$ cat src/rtl/vector_alu_result_stage_pkg.sv
// Shared vector definitions for the ALU result stage: default geometry, lane vector type, saturation constants.
// Latency: n/a (types and constant functions only).
// Backpressure: n/a.
package vector_alu_result_stage_pkg;

    localparam int DEF_DATA_WIDTH = 19;
    localparam int DEF_LANES      = 6;
    localparam int RD_W           = 5;
    localparam int CNT_W          = 16;

    // Lane vector at the default geometry; lane i occupies element [i].
    typedef logic [DEF_LANES-1:0][DEF_DATA_WIDTH-1:0] lane_vec_t;

    // Two's-complement extremes of a w-bit lane, returned zero-extended to 64 bits.
    function automatic logic [63:0] sat_max(input int w);
        return (64'd1 << (w - 1)) - 64'd1;
    endfunction

    function automatic logic [63:0] sat_min(input int w);
        return 64'd1 << (w - 1);
    endfunction

endpackage

$ cat src/rtl/vector_alu_result_stage_if.sv
// Upstream/downstream bus of the ALU result stage: valid/ready handshakes plus per-lane data and flags.
// Latency: n/a (wires only).
// Backpressure: in_ready from the stage, out_ready from the consumer.
// Modports: slave = the stage (consumes in_*, produces out_*); master = the environment around it.
interface vector_alu_result_stage_if
    import vector_alu_result_stage_pkg::*;
#(
    parameter int DATA_WIDTH = DEF_DATA_WIDTH,
    parameter int LANES      = DEF_LANES
);
    logic                              in_valid;
    logic                              in_ready;
    logic [LANES-1:0][DATA_WIDTH-1:0]  in_result;
    logic [LANES-1:0]                  in_c;
    logic [LANES-1:0]                  in_v;
    logic [LANES-1:0]                  in_n;
    logic                              in_sat;
    logic [RD_W-1:0]                   in_rd;
    logic                              in_we;

    logic                              out_valid;
    logic                              out_ready;
    logic [LANES-1:0][DATA_WIDTH-1:0]  out_result;
    logic [LANES-1:0]                  out_c;
    logic [LANES-1:0]                  out_v;
    logic [LANES-1:0]                  out_n;
    logic [LANES-1:0]                  out_z;
    logic [RD_W-1:0]                   out_rd;
    logic                              out_we;

    modport slave (
        input  in_valid, in_result, in_c, in_v, in_n, in_sat, in_rd, in_we, out_ready,
        output in_ready, out_valid, out_result, out_c, out_v, out_n, out_z, out_rd, out_we
    );

    modport master (
        output in_valid, in_result, in_c, in_v, in_n, in_sat, in_rd, in_we, out_ready,
        input  in_ready, out_valid, out_result, out_c, out_v, out_n, out_z, out_rd, out_we
    );

endinterface

$ cat src/rtl/vector_alu_result_stage_lane_saturate.sv
// Single-lane saturation: clamps an overflowed lane to the signed extreme implied by its sign flag.
// Latency: combinational.
// Backpressure: none.
// Ports: i_result/i_v/i_n/i_sat in; o_result (clamped or passed through), o_saturated out.
module lane_saturate
    import vector_alu_result_stage_pkg::*;
#(
    parameter int DATA_WIDTH = DEF_DATA_WIDTH
) (
    input  logic [DATA_WIDTH-1:0] i_result,
    input  logic                  i_v,
    input  logic                  i_n,
    input  logic                  i_sat,
    output logic [DATA_WIDTH-1:0] o_result,
    output logic                  o_saturated
);

    localparam logic [DATA_WIDTH-1:0] SAT_MAX = DATA_WIDTH'(sat_max(DATA_WIDTH));
    localparam logic [DATA_WIDTH-1:0] SAT_MIN = DATA_WIDTH'(sat_min(DATA_WIDTH));

    assign o_saturated = i_sat & i_v;

    // On overflow the wrapped sign is the opposite of the true one: a negative-looking
    // overflowed result really overflowed upward, so it clamps to the maximum.
    always_comb begin
        o_result = i_result;
        if (o_saturated) begin
            o_result = i_n ? SAT_MAX : SAT_MIN;
        end
    end

endmodule

$ cat src/rtl/vector_alu_result_stage.sv
// ALU result stage: per-lane saturation, zero flags, 2-entry skid buffer, saturated-lane counter.
// Latency: 1 cycle from accept to out_valid when the output register is empty or draining.
// Backpressure: in_ready is registered and drops only once the skid entry is occupied.
// Ports: clk, rst (async, active-high), flush (sync), stage_bus (slave modport), sat_count (sticky at 0xFFFF).
module vector_alu_result_stage
    import vector_alu_result_stage_pkg::*;
#(
    parameter int DATA_WIDTH = DEF_DATA_WIDTH,
    parameter int LANES      = DEF_LANES
) (
    input  logic                          clk,
    input  logic                          rst,
    input  logic                          flush,
    vector_alu_result_stage_if.slave      stage_bus,
    output logic [CNT_W-1:0]              sat_count
);

    typedef struct packed {
        logic [LANES-1:0][DATA_WIDTH-1:0] result;
        logic [LANES-1:0]                 c;
        logic [LANES-1:0]                 v;
        logic [LANES-1:0]                 n;
        logic [LANES-1:0]                 z;
        logic [RD_W-1:0]                  rd;
        logic                             we;
    } beat_t;

    logic [LANES-1:0][DATA_WIDTH-1:0] w_sat_result;
    logic [LANES-1:0]                 w_sat_lane;
    logic [LANES-1:0]                 w_zero;
    beat_t                            w_in_beat;
    logic [CNT_W-1:0]                 w_sat_num;
    logic [CNT_W:0]                   w_cnt_sum;
    logic [CNT_W-1:0]                 w_cnt_next;
    logic                             w_in_fire;
    logic                             w_main_free;

    beat_t            r_main;
    beat_t            r_skid;
    logic             r_main_vld;
    logic             r_skid_vld;
    logic             r_in_ready;
    logic [CNT_W-1:0] r_sat_count;

    for (genvar g = 0; g < LANES; g++) begin : g_lane
        lane_saturate #(.DATA_WIDTH(DATA_WIDTH)) u_lane_saturate (
            .i_result    (stage_bus.in_result[g]),
            .i_v         (stage_bus.in_v[g]),
            .i_n         (stage_bus.in_n[g]),
            .i_sat       (stage_bus.in_sat),
            .o_result    (w_sat_result[g]),
            .o_saturated (w_sat_lane[g])
        );
        assign w_zero[g] = (w_sat_result[g] == '0);
    end

    always_comb begin
        w_in_beat        = '0;
        w_in_beat.result = w_sat_result;
        w_in_beat.c      = stage_bus.in_c;
        w_in_beat.v      = stage_bus.in_v;
        w_in_beat.n      = stage_bus.in_n;
        w_in_beat.z      = w_zero;
        w_in_beat.rd     = stage_bus.in_rd;
        w_in_beat.we     = stage_bus.in_we;
    end

    always_comb begin
        w_sat_num = '0;
        for (int i = 0; i < LANES; i++) begin
            w_sat_num = w_sat_num + CNT_W'(w_sat_lane[i]);
        end
    end

    assign w_cnt_sum  = {1'b0, r_sat_count} + {1'b0, w_sat_num};
    assign w_cnt_next = w_cnt_sum[CNT_W] ? '1 : w_cnt_sum[CNT_W-1:0];

    // A beat offered during flush is dropped, so it never counts as accepted.
    assign w_in_fire   = stage_bus.in_valid & r_in_ready & ~flush;
    assign w_main_free = ~r_main_vld | stage_bus.out_ready;

    // r_in_ready always tracks ~r_skid_vld, so an accept never coincides with a full skid.
    always_ff @(posedge clk or posedge rst) begin
        if (rst) begin
            r_main      <= '0;
            r_skid      <= '0;
            r_main_vld  <= 1'b0;
            r_skid_vld  <= 1'b0;
            r_in_ready  <= 1'b1;
            r_sat_count <= '0;
        end else if (flush) begin
            r_main_vld <= 1'b0;
            r_skid_vld <= 1'b0;
            r_in_ready <= 1'b1;
        end else begin
            if (w_in_fire) begin
                r_sat_count <= w_cnt_next;
            end
            if (w_main_free) begin
                if (r_skid_vld) begin
                    r_main     <= r_skid;
                    r_main_vld <= 1'b1;
                    r_skid_vld <= 1'b0;
                    r_in_ready <= 1'b1;
                end else if (w_in_fire) begin
                    r_main     <= w_in_beat;
                    r_main_vld <= 1'b1;
                end else begin
                    r_main_vld <= 1'b0;
                end
            end else if (w_in_fire) begin
                r_skid     <= w_in_beat;
                r_skid_vld <= 1'b1;
                r_in_ready <= 1'b0;
            end
        end
    end

    assign stage_bus.in_ready   = r_in_ready;
    assign stage_bus.out_valid  = r_main_vld;
    assign stage_bus.out_result = r_main.result;
    assign stage_bus.out_c      = r_main.c;
    assign stage_bus.out_v      = r_main.v;
    assign stage_bus.out_n      = r_main.n;
    assign stage_bus.out_z      = r_main.z;
    assign stage_bus.out_rd     = r_main.rd;
    assign stage_bus.out_we     = r_main.we & r_main_vld;
    assign sat_count            = r_sat_count;

endmodule

$ cat src/flat_wrapper.sv
// flat-port wrapper written by rule: the top's interface ports become plain ports
module vector_alu_result_stage_flat import vector_alu_result_stage_pkg::*;
#(
    parameter int DATA_WIDTH = DEF_DATA_WIDTH,
    parameter int LANES      = DEF_LANES
)
  (clk, rst, flush, sat_count, stage_bus_in_valid, stage_bus_in_result, stage_bus_in_c, stage_bus_in_v, stage_bus_in_n, stage_bus_in_sat, stage_bus_in_rd, stage_bus_in_we, stage_bus_out_ready, stage_bus_in_ready, stage_bus_out_valid, stage_bus_out_result, stage_bus_out_c, stage_bus_out_v, stage_bus_out_n, stage_bus_out_z, stage_bus_out_rd, stage_bus_out_we);
  vector_alu_result_stage_if #(.DATA_WIDTH(DATA_WIDTH), .LANES(LANES)) stage_bus_i ();
  input  logic clk;
  input  logic rst;
  input  logic flush;
  output logic [CNT_W-1:0] sat_count;
  input wire logic [$bits(stage_bus_i.in_valid)-1:0] stage_bus_in_valid;
  input wire logic [$bits(stage_bus_i.in_result)-1:0] stage_bus_in_result;
  input wire logic [$bits(stage_bus_i.in_c)-1:0] stage_bus_in_c;
  input wire logic [$bits(stage_bus_i.in_v)-1:0] stage_bus_in_v;
  input wire logic [$bits(stage_bus_i.in_n)-1:0] stage_bus_in_n;
  input wire logic [$bits(stage_bus_i.in_sat)-1:0] stage_bus_in_sat;
  input wire logic [$bits(stage_bus_i.in_rd)-1:0] stage_bus_in_rd;
  input wire logic [$bits(stage_bus_i.in_we)-1:0] stage_bus_in_we;
  input wire logic [$bits(stage_bus_i.out_ready)-1:0] stage_bus_out_ready;
  output wire logic [$bits(stage_bus_i.in_ready)-1:0] stage_bus_in_ready;
  output wire logic [$bits(stage_bus_i.out_valid)-1:0] stage_bus_out_valid;
  output wire logic [$bits(stage_bus_i.out_result)-1:0] stage_bus_out_result;
  output wire logic [$bits(stage_bus_i.out_c)-1:0] stage_bus_out_c;
  output wire logic [$bits(stage_bus_i.out_v)-1:0] stage_bus_out_v;
  output wire logic [$bits(stage_bus_i.out_n)-1:0] stage_bus_out_n;
  output wire logic [$bits(stage_bus_i.out_z)-1:0] stage_bus_out_z;
  output wire logic [$bits(stage_bus_i.out_rd)-1:0] stage_bus_out_rd;
  output wire logic [$bits(stage_bus_i.out_we)-1:0] stage_bus_out_we;
  assign stage_bus_i.in_valid = stage_bus_in_valid;
  assign stage_bus_i.in_result = stage_bus_in_result;
  assign stage_bus_i.in_c = stage_bus_in_c;
  assign stage_bus_i.in_v = stage_bus_in_v;
  assign stage_bus_i.in_n = stage_bus_in_n;
  assign stage_bus_i.in_sat = stage_bus_in_sat;
  assign stage_bus_i.in_rd = stage_bus_in_rd;
  assign stage_bus_i.in_we = stage_bus_in_we;
  assign stage_bus_i.out_ready = stage_bus_out_ready;
  assign stage_bus_in_ready = stage_bus_i.in_ready;
  assign stage_bus_out_valid = stage_bus_i.out_valid;
  assign stage_bus_out_result = stage_bus_i.out_result;
  assign stage_bus_out_c = stage_bus_i.out_c;
  assign stage_bus_out_v = stage_bus_i.out_v;
  assign stage_bus_out_n = stage_bus_i.out_n;
  assign stage_bus_out_z = stage_bus_i.out_z;
  assign stage_bus_out_rd = stage_bus_i.out_rd;
  assign stage_bus_out_we = stage_bus_i.out_we;
  vector_alu_result_stage #(.DATA_WIDTH(DATA_WIDTH), .LANES(LANES)) u_core (.clk(clk), .rst(rst), .flush(flush), .stage_bus(stage_bus_i), .sat_count(sat_count));
endmodule
$ cat config.mk
export PLATFORM = sky130hd
export DESIGN_NAME = vector_alu_result_stage_flat
export DESIGN_NICKNAME = d
export VERILOG_FILES = /design/src/rtl/vector_alu_result_stage_pkg.sv /design/src/rtl/vector_alu_result_stage_if.sv /design/src/rtl/vector_alu_result_stage_lane_saturate.sv /design/src/rtl/vector_alu_result_stage.sv /design/src/flat_wrapper.sv
export SDC_FILE = /design/constraint.sdc
export NUM_CORES = 1
export LEC_CHECK = 0
export BUFFER_PORTS_ARGS = -buffer_cell sky130_fd_sc_hd__buf_4
export CAP_MARGIN = 15
export CELL_PAD_IN_SITES_DETAIL_PLACEMENT = 0
export CELL_PAD_IN_SITES_GLOBAL_PLACEMENT = 1
export CORE_ASPECT_RATIO = 1.2
export CORE_MARGIN = 4
export CORE_UTILIZATION = 30
export CTS_CLUSTER_DIAMETER = 150
export DETAILED_ROUTE_END_ITERATION = 16
export PLACE_DENSITY_LB_ADDON = 0.05
export SLEW_MARGIN = 20
export SYNTH_ARGS = -nofsm -noshare
export SYNTH_HDL_FRONTEND = slang
export SYNTH_SLANG_ARGS = --single-unit
$ cat constraint.sdc
create_clock -name clk -period 17.1 [get_ports clk]
set_input_delay 0.855 -clock clk [delete_from_list [all_inputs] [get_ports clk]]
set_output_delay 0.855 -clock clk [all_outputs]
set_load 0.005 [all_outputs]
==> key figures <==
Status
  • Outcome: completed

Floorplan
  • Core Area: 49,400 um2
  • Full die area: 53,800 um2
  • Ports: 306
  • Die X: 212 um
  • Initial Util: 0.304
  • Row Count: 89
  • Die height: 253 um

Worst setup path
  • Setup CP Type: primary input to flop
  • Critical Path Sink Type: flop
  • CP Data Required Time: 17.56 ns
  • CP top delay family: adder cells
  • Slowest CP cell: nand2_1
  • Critical path, cell by cell: buf_4 > nand2_1 > inv_1 > ha_1 > inv_1 > fa_1 > fa_1 > fa_1 > fa_1 > nand2b_1 > a211oi_2 > nand2_1 > o211ai_1
  • Crit path max fanout: 22
  • Slowest stage delay, CP: 0.67 ns
  • Worst Path Arrival: 5.40 ns
  • Most used cell, CP: fa_1
  • Buf+Inv Stages, Crit Path: 3
  • Worst setup SP type: primary input

Logic synthesis
  • Synth area leaders: dfrtp_1, mux2_2, nand2_1, buf_4, o21ai_0
  • Synth Cell Area: 15,000 um2
  • Syn nets: 1,726
  • Post-synth EDFFs: 0
  • Yosys top cell by area: dfrtp_1
  • Mean Syn Cell Area: 9.56 um2
  • Ys Warns: 0
  • Sequential element share of the synthesized area: 0.511
  • Top FF cell, synth: dfrtp_1
  • Cell variety after synth: 45
  • Mapped Cells: 1,574
  • Synth Register Bits: 307
  • Asr flop ratio synth: 1.00
  • Yosys top cell area share: 0.509

Clocking
  • Clk_lat worst skew: 0.55 ns
  • Clock sink total: 307
  • # resized after CTS: 0
  • CTS tree: built
  • Total clock buffers created by CTS: 38
  • H-Tree Depth: 2
  • Max Root-Sink Buffers: 3
  • Setup repair bufs after CTS: 0
  • Root Buffer: clkbuf_16
  • CTS clk-pin slew, worst paths: 0.05 ns
  • Hold buffers post-CTS: 0

GRT
  • Initial antenna violation count: 0
  • Number of global-route vias before repair: 11,200
  • GRT overflow: 0
  • Gr usage total: 0.162
  • First-pass GRT wire length: 68,100 um
  • Pin count of the biggest net entering global routing: 237

Placement
  • Placer Congestion: 0.752
  • Dpl cell area: 16,700 um2
  • Post-DP HPWL: 30,100 um
  • PortBufs: 305

Detailed routing
  • Initial DRC Count: 479
  • DR vias/cell: 4.69
  • WL/cell: 18.9 um
  • Antenna viol nets, final: 0
  • DR vias: 11,000
  • # DRC: 0
  • Pre-antenna DRT Iters: 5
  • Total wire length: 44,300 um

STA
  • Final Skew: 0.00737 ns
  • Worst-margin pin slew: 1.02 ns
  • Max Slew Vio Count: 0
  • Final setup TNS: 0 ns
  • Hold Vio Cnt, Final: 0
  • Final worst-path cycle share: 0.289
  • Slew HR: 0.319
  • Hold Worst Slack: 0.442 ns
  • Fmax: 202 MHz
  • Setup-failing EPs final: 0
  • Tmin final: 4.94 ns
  • Unrepaired setup endpoints after global routing: false

Run
  • # Max-Cap Violations: 0

Power
  • P per Cell Area: 124 nW/um2
  • Worst vdd ir: 0.0000728 V
  • Pleak: 7.97 nW
  • Total power: 0.00220 W

Cells and area
  • Post-Layout Inst Area: 17,800 um2
  • Area Overhead vs Synth: 18.6%
  • # nets final: 1,832
  • Antenna Cells: 0
  • Final core occ: 0.361
  • Share of layout cells above drive strength 1: 0.287

Worst hold path
  • HP Class: primary input to asynchronous set/reset pin
==> cells in the mapped netlist, drive strengths merged, types with 4 or more instances <==
library cell and count:
a21oi 155, and3 14, and4 5, buf 203
clkbuf 46, dfrtp 306, fa 4, ha 4
inv 16, mux2 115, mux2i 30, nand2 314
nand3 11, nand4b 5, nor2 34, nor3 10
nor4 23, o21ai 247
==> metrics by stage <==
stage | instances | setup slack, ns
6_report | 2338 | 12.16
5_1_grt | 2338 | 11.72
4_1_cts | 2338 | 12.05
3_5_place_dp | 2277 | 11.48
3_3_place_gp | 2277 | 11.52
2_1_floorplan | 1574 | 7.76
==> layout make-up <==
| class | instances | area, um2 |
|---|---|---|
| Clock inverter | 2 | 10.0 |
| Timing Repair Buffer | 315 | 2380 |
| Fill cell | 5115 | 31600 |
| Tap cell | 637 | 797 |
| Sequential cell | 307 | 7690 |
| Multi-Input combinational cell | 1002 | 5740 |
| Inverter | 16 | 67.6 |
| Clock buffer | 59 | 1160 |
==> per-layer routing <==
| layer | vias to the layer above | GRT usage | wire length [um] |
|---|---|---|---|
| met5 | - | 0 | 0 |
| met4 | 0 | 0.0405 | 904 |
| met3 | 56 | 0.0423 | 2570 |
| met2 | 225 | 0.262 | 20800 |
| met1 | 5250 | 0.218 | 20000 |
| li1 | 5428 | - | - |
==> registers in the layout, indices dropped and copies added, names as in the netlist <==
| signal | flops |
|---|---|
| u_core.r_skid | 144 |
| u_core.stage_bus.out_result | 114 |
| u_core.sat_count | 16 |
| u_core.stage_bus.out_c | 6 |
| u_core.stage_bus.out_n | 6 |
| u_core.stage_bus.out_v | 6 |
| u_core.stage_bus.out_z | 6 |
| u_core.stage_bus.out_rd | 5 |
| u_core.r_main | 1 |
| u_core.r_skid_vld | 1 |
| u_core.stage_bus.in_ready | 1 |
| u_core.stage_bus.out_valid | 1 |
==> layout by cell type (no fill, tap or decap), drive strengths merged, types with 10 or more instances in the layout <==
cell type  instances
o21ai            247
mux2             115
inv               16
clkbuf            59
and3              14
mux2i             30
buf              315
nor4              23
nor2              34
dfrtp            306
nand3             11
nand2            314
a21oi            155
nor3              10
==> where the power goes <==
group          internal, W  switching (W)
Combinational     0.000237       0.000199
Sequential        0.000892       0.000101
Clock             0.000463       0.000312
==> logic make-up after synthesis <==
kind of cell               Yosys count  share of synthesized area
AOI/OAI and AO/OA                  413                      0.140
xor gates and xnor gates             4                    0.00233
adders and majority gates            8                    0.00865
buffers and inverters              265                      0.109
DFF                                307                      0.511
muxes                              145                      0.106
and+or+nand+nor                    432                      0.123
==> worst paths after layout <==
| check | endpoint | slack, ns | from | cells after the start |
|---|---|---|---|---|
| min in group clk | u_core.r_skid[0]$_DFFE_PP0P_ | 0.47 | u_core.r_skid[0]$_DFFE_PP0P_ | 2 |
| worst max-delay path | u_core.sat_count[1]$_DFFE_PP0P_ | 12.16 | stage_bus_in_sat | 13 |
| worst min-delay path | u_core.stage_bus.out_result[95]$_DFFE_PP0P_ | 0.44 | rst | 2 |
| worst min register to register | u_core.r_skid[0]$_DFFE_PP0P_ | 0.47 | u_core.r_skid[0]$_DFFE_PP0P_ | 2 |
| max in group asynchronous | u_core.stage_bus.out_result[92]$_DFFE_PP0P_ | 15.20 | rst | 3 |
| worst max register to register | u_core.stage_bus.out_result[9]$_DFFE_PP0P_ | 13.78 | u_core.r_skid_vld$_DFFE_PP0P_ | 5 |
(Power assumes the default switching activity.)
